### config.mk
export PLATFORM = sky130hd
export DESIGN_NAME = tx_scheduler
export DESIGN_NICKNAME = d
export VERILOG_FILES = /design/src/rtl/tx_scheduler_pkg.sv /design/src/rtl/sync_fifo.sv /design/src/rtl/tx_scheduler.sv
export SDC_FILE = /design/constraint.sdc
export NUM_CORES = 1
export LEC_CHECK = 0
export CELL_PAD_IN_SITES_DETAIL_PLACEMENT = 0
export CELL_PAD_IN_SITES_GLOBAL_PLACEMENT = 1
export CORE_MARGIN = 2
export CORE_UTILIZATION = 48
export DETAILED_ROUTE_END_ITERATION = 7
export PLACE_DENSITY = 0.85
export SKIP_CTS_REPAIR_TIMING = 1
export SYNTH_ARGS = -nofsm -noshare
export SYNTH_HDL_FRONTEND = slang
export SYNTH_SLANG_ARGS = --single-unit
### constraint.sdc
create_clock -name clk_i -period 5.28 [get_ports clk_i]
set_clock_uncertainty 0.1 [all_clocks]
set_input_delay 1.056 -clock clk_i [delete_from_list [all_inputs] [get_ports clk_i]]
set_output_delay 1.056 -clock clk_i [all_outputs]
set_load 0.005 [all_outputs]
### src/rtl/tx_scheduler_pkg.sv
// Shared types for the UART transmit scheduler: FSM states and the shadowed line configuration.
package tx_scheduler_pkg;

    typedef enum logic [1:0] {
        IDLE = 2'd0,
        SEND = 2'd1,
        WAIT = 2'd2
    } tx_sched_state_t;

    typedef struct packed {
        logic [15:0] acc_incr;
        logic        ds;
        logic [1:0]  p;
        logic        s;
    } line_cfg_t;

    localparam line_cfg_t LINE_CFG_RESET = '0;

endpackage

### src/rtl/sync_fifo.sv
// Single-clock FIFO: read data is the head, combinational; push/pop take effect on the edge.
// A push while full is accepted only if a pop happens in the same cycle; a pop while empty is ignored.
module sync_fifo #(
    parameter int WIDTH = 8,
    parameter int DEPTH = 8
) (
    input  logic                     clk,
    input  logic                     rst,
    input  logic                     push,
    input  logic [WIDTH-1:0]         wdata,
    input  logic                     pop,
    output logic [WIDTH-1:0]         rdata,
    output logic                     full,
    output logic                     empty,
    output logic [$clog2(DEPTH):0]   level
);
    localparam int AW = $clog2(DEPTH);
    localparam int LW = AW + 1;

    logic [WIDTH-1:0] mem [DEPTH];
    logic [AW-1:0]    wr_ptr;
    logic [AW-1:0]    rd_ptr;
    logic [LW-1:0]    level_q;
    logic             do_push;
    logic             do_pop;

    assign full    = (level_q == LW'(DEPTH));
    assign empty   = (level_q == '0);
    assign level   = level_q;
    assign rdata   = mem[rd_ptr];
    assign do_pop  = pop && !empty;
    assign do_push = push && (!full || do_pop);

    always_ff @(posedge clk or posedge rst) begin
        if (rst) begin
            wr_ptr  <= '0;
            rd_ptr  <= '0;
            level_q <= '0;
        end else begin
            if (do_push) wr_ptr <= wr_ptr + AW'(1);
            if (do_pop)  rd_ptr <= rd_ptr + AW'(1);
            case ({do_push, do_pop})
                2'b10:   level_q <= level_q + LW'(1);
                2'b01:   level_q <= level_q - LW'(1);
                default: level_q <= level_q;
            endcase
        end
    end

    // Storage needs no reset; pointers and level define what is valid.
    always_ff @(posedge clk) begin
        if (do_push) mem[wr_ptr] <= wdata;
    end

endmodule

### src/rtl/tx_scheduler.sv
// Buffers register-written bytes and hands them to tx_frontend one frame at a time with a frozen config.
// Push-to-start is 2 cycles; pushes while full (and no pop) are dropped and flagged in overflow_o.
module tx_scheduler
    import tx_scheduler_pkg::*;
#(
    parameter int DEPTH = 8
) (
    input  logic                     clk_i,
    input  logic                     rst_i,
    input  logic                     enable_i,
    input  logic                     push_i,
    input  logic [7:0]               push_data_i,
    input  logic [15:0]              cr_acc_incr_i,
    input  logic                     cr_ds_i,
    input  logic [1:0]               cr_p_i,
    input  logic                     cr_s_i,
    output logic [15:0]              fe_cr_acc_incr_o,
    output logic                     fe_cr_ds_o,
    output logic [1:0]               fe_cr_p_o,
    output logic                     fe_cr_s_o,
    output logic                     fe_transmit_o,
    output logic [7:0]               fe_dr_o,
    input  logic                     fe_done_i,
    output logic                     full_o,
    output logic                     empty_o,
    output logic [$clog2(DEPTH):0]   level_o,
    output logic                     overflow_o,
    input  logic                     clear_overflow_i,
    output logic                     busy_o,
    output logic                     irq_o
);
    tx_sched_state_t state_q;
    tx_sched_state_t state_d;
    line_cfg_t       cfg_q;
    logic [7:0]      dr_q;
    logic            irq_q;
    logic            overflow_q;
    logic            start;
    logic            done_accept;
    logic            drop;
    logic [7:0]      fifo_head;
    logic            fifo_full;
    logic            fifo_empty;

    sync_fifo #(
        .WIDTH (8),
        .DEPTH (DEPTH)
    ) u_fifo (
        .clk   (clk_i),
        .rst   (rst_i),
        .push  (push_i),
        .wdata (push_data_i),
        .pop   (start),
        .rdata (fifo_head),
        .full  (fifo_full),
        .empty (fifo_empty),
        .level (level_o)
    );

    assign start       = (state_q == IDLE) && enable_i && !fifo_empty;
    assign done_accept = (state_q == WAIT) && fe_done_i;
    assign drop        = push_i && fifo_full && !start;

    always_comb begin
        state_d = state_q;
        case (state_q)
            IDLE:    if (start) state_d = SEND;
            SEND:    state_d = WAIT;
            WAIT:    if (fe_done_i) state_d = IDLE;
            default: state_d = IDLE;
        endcase
    end

    always_ff @(posedge clk_i or posedge rst_i) begin
        if (rst_i) begin
            state_q    <= IDLE;
            cfg_q      <= LINE_CFG_RESET;
            dr_q       <= 8'h00;
            irq_q      <= 1'b0;
            overflow_q <= 1'b0;
        end else begin
            state_q <= state_d;
            if (start) begin
                dr_q  <= fifo_head;
                cfg_q <= '{acc_incr: cr_acc_incr_i, ds: cr_ds_i, p: cr_p_i, s: cr_s_i};
            end
            // No pop can happen in WAIT, so "empty after the edge" means empty now and no push.
            irq_q <= done_accept && fifo_empty && !push_i;
            if (drop)
                overflow_q <= 1'b1;
            else if (clear_overflow_i)
                overflow_q <= 1'b0;
        end
    end

    assign fe_transmit_o    = (state_q == SEND);
    assign busy_o           = (state_q != IDLE);
    assign fe_dr_o          = dr_q;
    assign fe_cr_acc_incr_o = cfg_q.acc_incr;
    assign fe_cr_ds_o       = cfg_q.ds;
    assign fe_cr_p_o        = cfg_q.p;
    assign fe_cr_s_o        = cfg_q.s;
    assign irq_o            = irq_q;
    assign overflow_o       = overflow_q;
    assign full_o           = fifo_full;
    assign empty_o          = fifo_empty;

endmodule

==> out/qor.log <==
[die] Die Footprint 9560 um2
[global_routing] first-pass GRT wire length 12200 um
[yosys] warning count from the yosys run 0
[placement] IO buf count 71
[timing] f_max 300 MHz
[global_routing] maximum number of pins on one net before global-route repair 43
[setup_path] Worst EP arrival 3230 ps
[yosys] number of synthesized register bits 106
[hold_path] min-delay worst type register to register
[cts] Worst-path clk slew 100 ps
[cts] clk root buf sky130_fd_sc_hd__clkbuf_8
[global_routing] global-route congestion overflow total 0
[setup_path] startpoint types primary input
[yosys] Yosys top cell area share 45.6%
[global_routing] antenna violations before repair 0
[global_routing] via count of the first global-routing pass 2339
[setup_path] CP Max Fanout 8
[detailed_routing] wire length after detailed routing 7280 um
[cts] clock latency of the later-clocked register in the worst-skew pair 360 ps
[timing] sum of negative setup slack 0 ps
[detailed_routing] per-cell routed wire length 17.0 um
[timing] share of the clock period used by the worst path after layout 63.2%
[die] placeable core region 8640 um2
[yosys] largest area contributor in the netlist sky130_fd_sc_hd__edfxtp_1
[cts] maximum level of the CTS H-tree 3
[power] peak ir drop on the vdd network 0.190 mV
[die] number of rows created at floorplan 34
[yosys] synthesized netlist cell count 240
[power] standby leakage power 1.90 nW
[cts] clock tree from TritonCTS done
[cts] Inserted Clock Buffers 9
[cts] maximum clock path buffer count 2
[yosys] synth top area cells sky130_fd_sc_hd__edfxtp_1 (46%), sky130_fd_sc_hd__dfrtp_1 (25%), sky130_fd_sc_hd__mux4_2 (8.5%), sky130_fd_sc_hd__mux2_2 (5.3%), sky130_fd_sc_hd__mux2i_1 (2.1%)
[die] I/O pin count 72
[detailed_routing] antenna-violating nets left 0
[yosys] per-instance average area after synthesis 17.6 um2
[timing] setup violators final 0
[power] Final Total Pwr 2.71 mW
[placement] estimated wirelength of the detail-placed design 4820 um
[final_layout] fraction of final layout cells sized beyond drive strength 1 19.3%
[yosys] nets in the synthesized netlist 277
[setup_path] category of the most critical setup path primary input to register
[yosys] number of enable-type register cells in the synthesized netlist 64
[detailed_routing] vias per std cell 5.33
[timing] setup repair after global routing missed its margin false
[final_layout] Net count, final 353
[run] maxcap violations 0
[final_layout] synthesis-to-layout area growth 23.2%
[yosys] sequential fraction of the synthesis area 70.5%
[yosys] synthesized cell area 4220 um2
[die] initial cell density of the core 48.9%
[timing] post-route minimum period 3340 ps
[setup_path] required time at the worst-slack endpoint 5170 ps
[timing] Max-slew headroom 35.7%
[timing] Fin. Hold Viols 0
[detailed_routing] via count 2288
[final_layout] number of antenna diodes 0
[yosys] Distinct cells, synth 36
[placement] final weighted congestion in routability-driven placement 0.844
[power] P per Cell Area 522 nW/um2
[status] run status completed
[die] Die Wd 97.8 um
[yosys] Top FF cell, synth sky130_fd_sc_hd__edfxtp_1
[global_routing] all-layer global routing usage 16.5%
[timing] Worst Tran Pin Value 964 ps
[die] die extent in y 97.8 um
[cts] clock net sink count 106
[yosys] proportion of synthesized flip-flops having asynchronous set or reset 39.6%
[detailed_routing] count of TritonRoute iterations in the first routing pass 4
[detailed_routing] drc violations 0
[yosys] leading cell types by count after synthesis sky130_fd_sc_hd__edfxtp_1 (64), sky130_fd_sc_hd__dfrtp_1 (42), sky130_fd_sc_hd__mux2_2 (20)
[timing] final slew viol count 0
[yosys] most frequent cell after synthesis sky130_fd_sc_hd__edfxtp_1
[detailed_routing] Initial DRC Count 159
[setup_path] critical path capture point type register
[sequential cells by signal (all words and copies together) (netlist names)]
signal	count
fe_dr_o	8
overflow_o	1
u_fifo.level	4
u_fifo.rd_ptr	3
fe_cr_s_o	1
state_q	2
fe_cr_ds_o	1
u_fifo.wr_ptr	3
irq_o	1
fe_cr_acc_incr_o	16
u_fifo.mem	64
fe_cr_p_o	2
[cell type report]
type,count,area (um2)
clock buffers,10,128
clock inverters,6,42.5
fillers,635,3440
inverters,5,18.8
multi-input cells,117,1140
flip-flops and latches,106,2970
well taps,108,135
repair buffers,77,756
[worst max-delay path, stage by stage]
cell and delay [ps]:
sky130_fd_sc_hd__clkdlybuf4s50_1 470, sky130_fd_sc_hd__or3b_2 500, sky130_fd_sc_hd__a21boi_1 410, sky130_fd_sc_hd__nand2_1 200, sky130_fd_sc_hd__nor2_1 590
[power by group]
group	internal, mW	total [mW]	switching, mW
sequential	1.11	1.33	0.217
clock	0.172	0.439	0.268
combinational	0.609	0.946	0.337
total	1.89	2.71	0.822
[routing by layer]
| layer | part of all wire (%) | track usage (%) |
|---|---|---|
| met5 | 0 | 0 |
| met3 | 4.8 | 4.29 |
| met2 | 49 | 27.0 |
| met4 | 1.6 | 5.24 |
| met1 | 44 | 22.1 |
[final timing paths]
| path | start | end | slack (ps) | depth (start not counted) |
|---|---|---|---|---|
| max in group asynchronous | rst_i | u_fifo.wr_ptr[2]$_DFFE_PP0P_ | 3700 | 3 |
| min in group asynchronous | rst_i | u_fifo.rd_ptr[1]$_DFFE_PP0N_ | 1010 | 3 |
| worst min register to register | fe_cr_acc_incr_o[4]$_DFFE_PP0P_ | fe_cr_acc_incr_o[4]$_DFFE_PP0P_ | 410 | 1 |
| worst max-delay path | enable_i | u_fifo.mem[5][4]$_DFFE_PP_ | 1940 | 5 |
| worst min-delay path | fe_cr_acc_incr_o[4]$_DFFE_PP0P_ | fe_cr_acc_incr_o[4]$_DFFE_PP0P_ | 410 | 1 |
| worst max register to register | state_q[0]$_DFFE_PP0P_ | u_fifo.mem[5][4]$_DFFE_PP_ | 2630 | 4 |
[cells by family after synthesis]
logic type      synth area share (%)
compound gates                  2.46
xor+xnor                        1.66
fa+ha+maj                      0.890
buf+inv                         2.40
flops                           70.5
mux                             16.7
simple gates                    5.40
[stage by stage]
| stage | cell area, um2 | util [%] | setup WS [ps] | hold slack [ps] | cells |
|---|---|---|---|---|---|
| 2_1_floorplan | 4220 | - | 2150 | 405 | 240 |
| 3_3_place_gp | 5030 | 58.2 | 1620 | 388 | 413 |
| 3_5_place_dp | 5030 | 58.2 | 1560 | 395 | 413 |
| 4_1_cts | 5200 | 60.2 | 1920 | 416 | 429 |
| 5_1_grt | 5200 | 60.2 | 1780 | 437 | 429 |
| 6_report | 5200 | 60.2 | 1940 | 413 | 429 |
[cells in the final DEF, fill, tap and decap left out, types with 5 or more instances in the layout]
| cell | count |
|---|---|
| sky130_fd_sc_hd__clkdlybuf4s50_1 | 71 |
| sky130_fd_sc_hd__edfxtp_1 | 64 |
| sky130_fd_sc_hd__dfrtp_1 | 42 |
| sky130_fd_sc_hd__mux2_2 | 20 |
| sky130_fd_sc_hd__mux4_2 | 16 |
| sky130_fd_sc_hd__nor2_1 | 14 |
| sky130_fd_sc_hd__mux2i_1 | 9 |
| sky130_fd_sc_hd__a21oi_1 | 9 |
| sky130_fd_sc_hd__clkbuf_8 | 9 |
| sky130_fd_sc_hd__nand2_1 | 7 |
| sky130_fd_sc_hd__nor3_1 | 6 |
| sky130_fd_sc_hd__buf_4 | 6 |
| sky130_fd_sc_hd__xnor2_1 | 5 |
No activity file was read; power rests on OpenSTA's default activity.
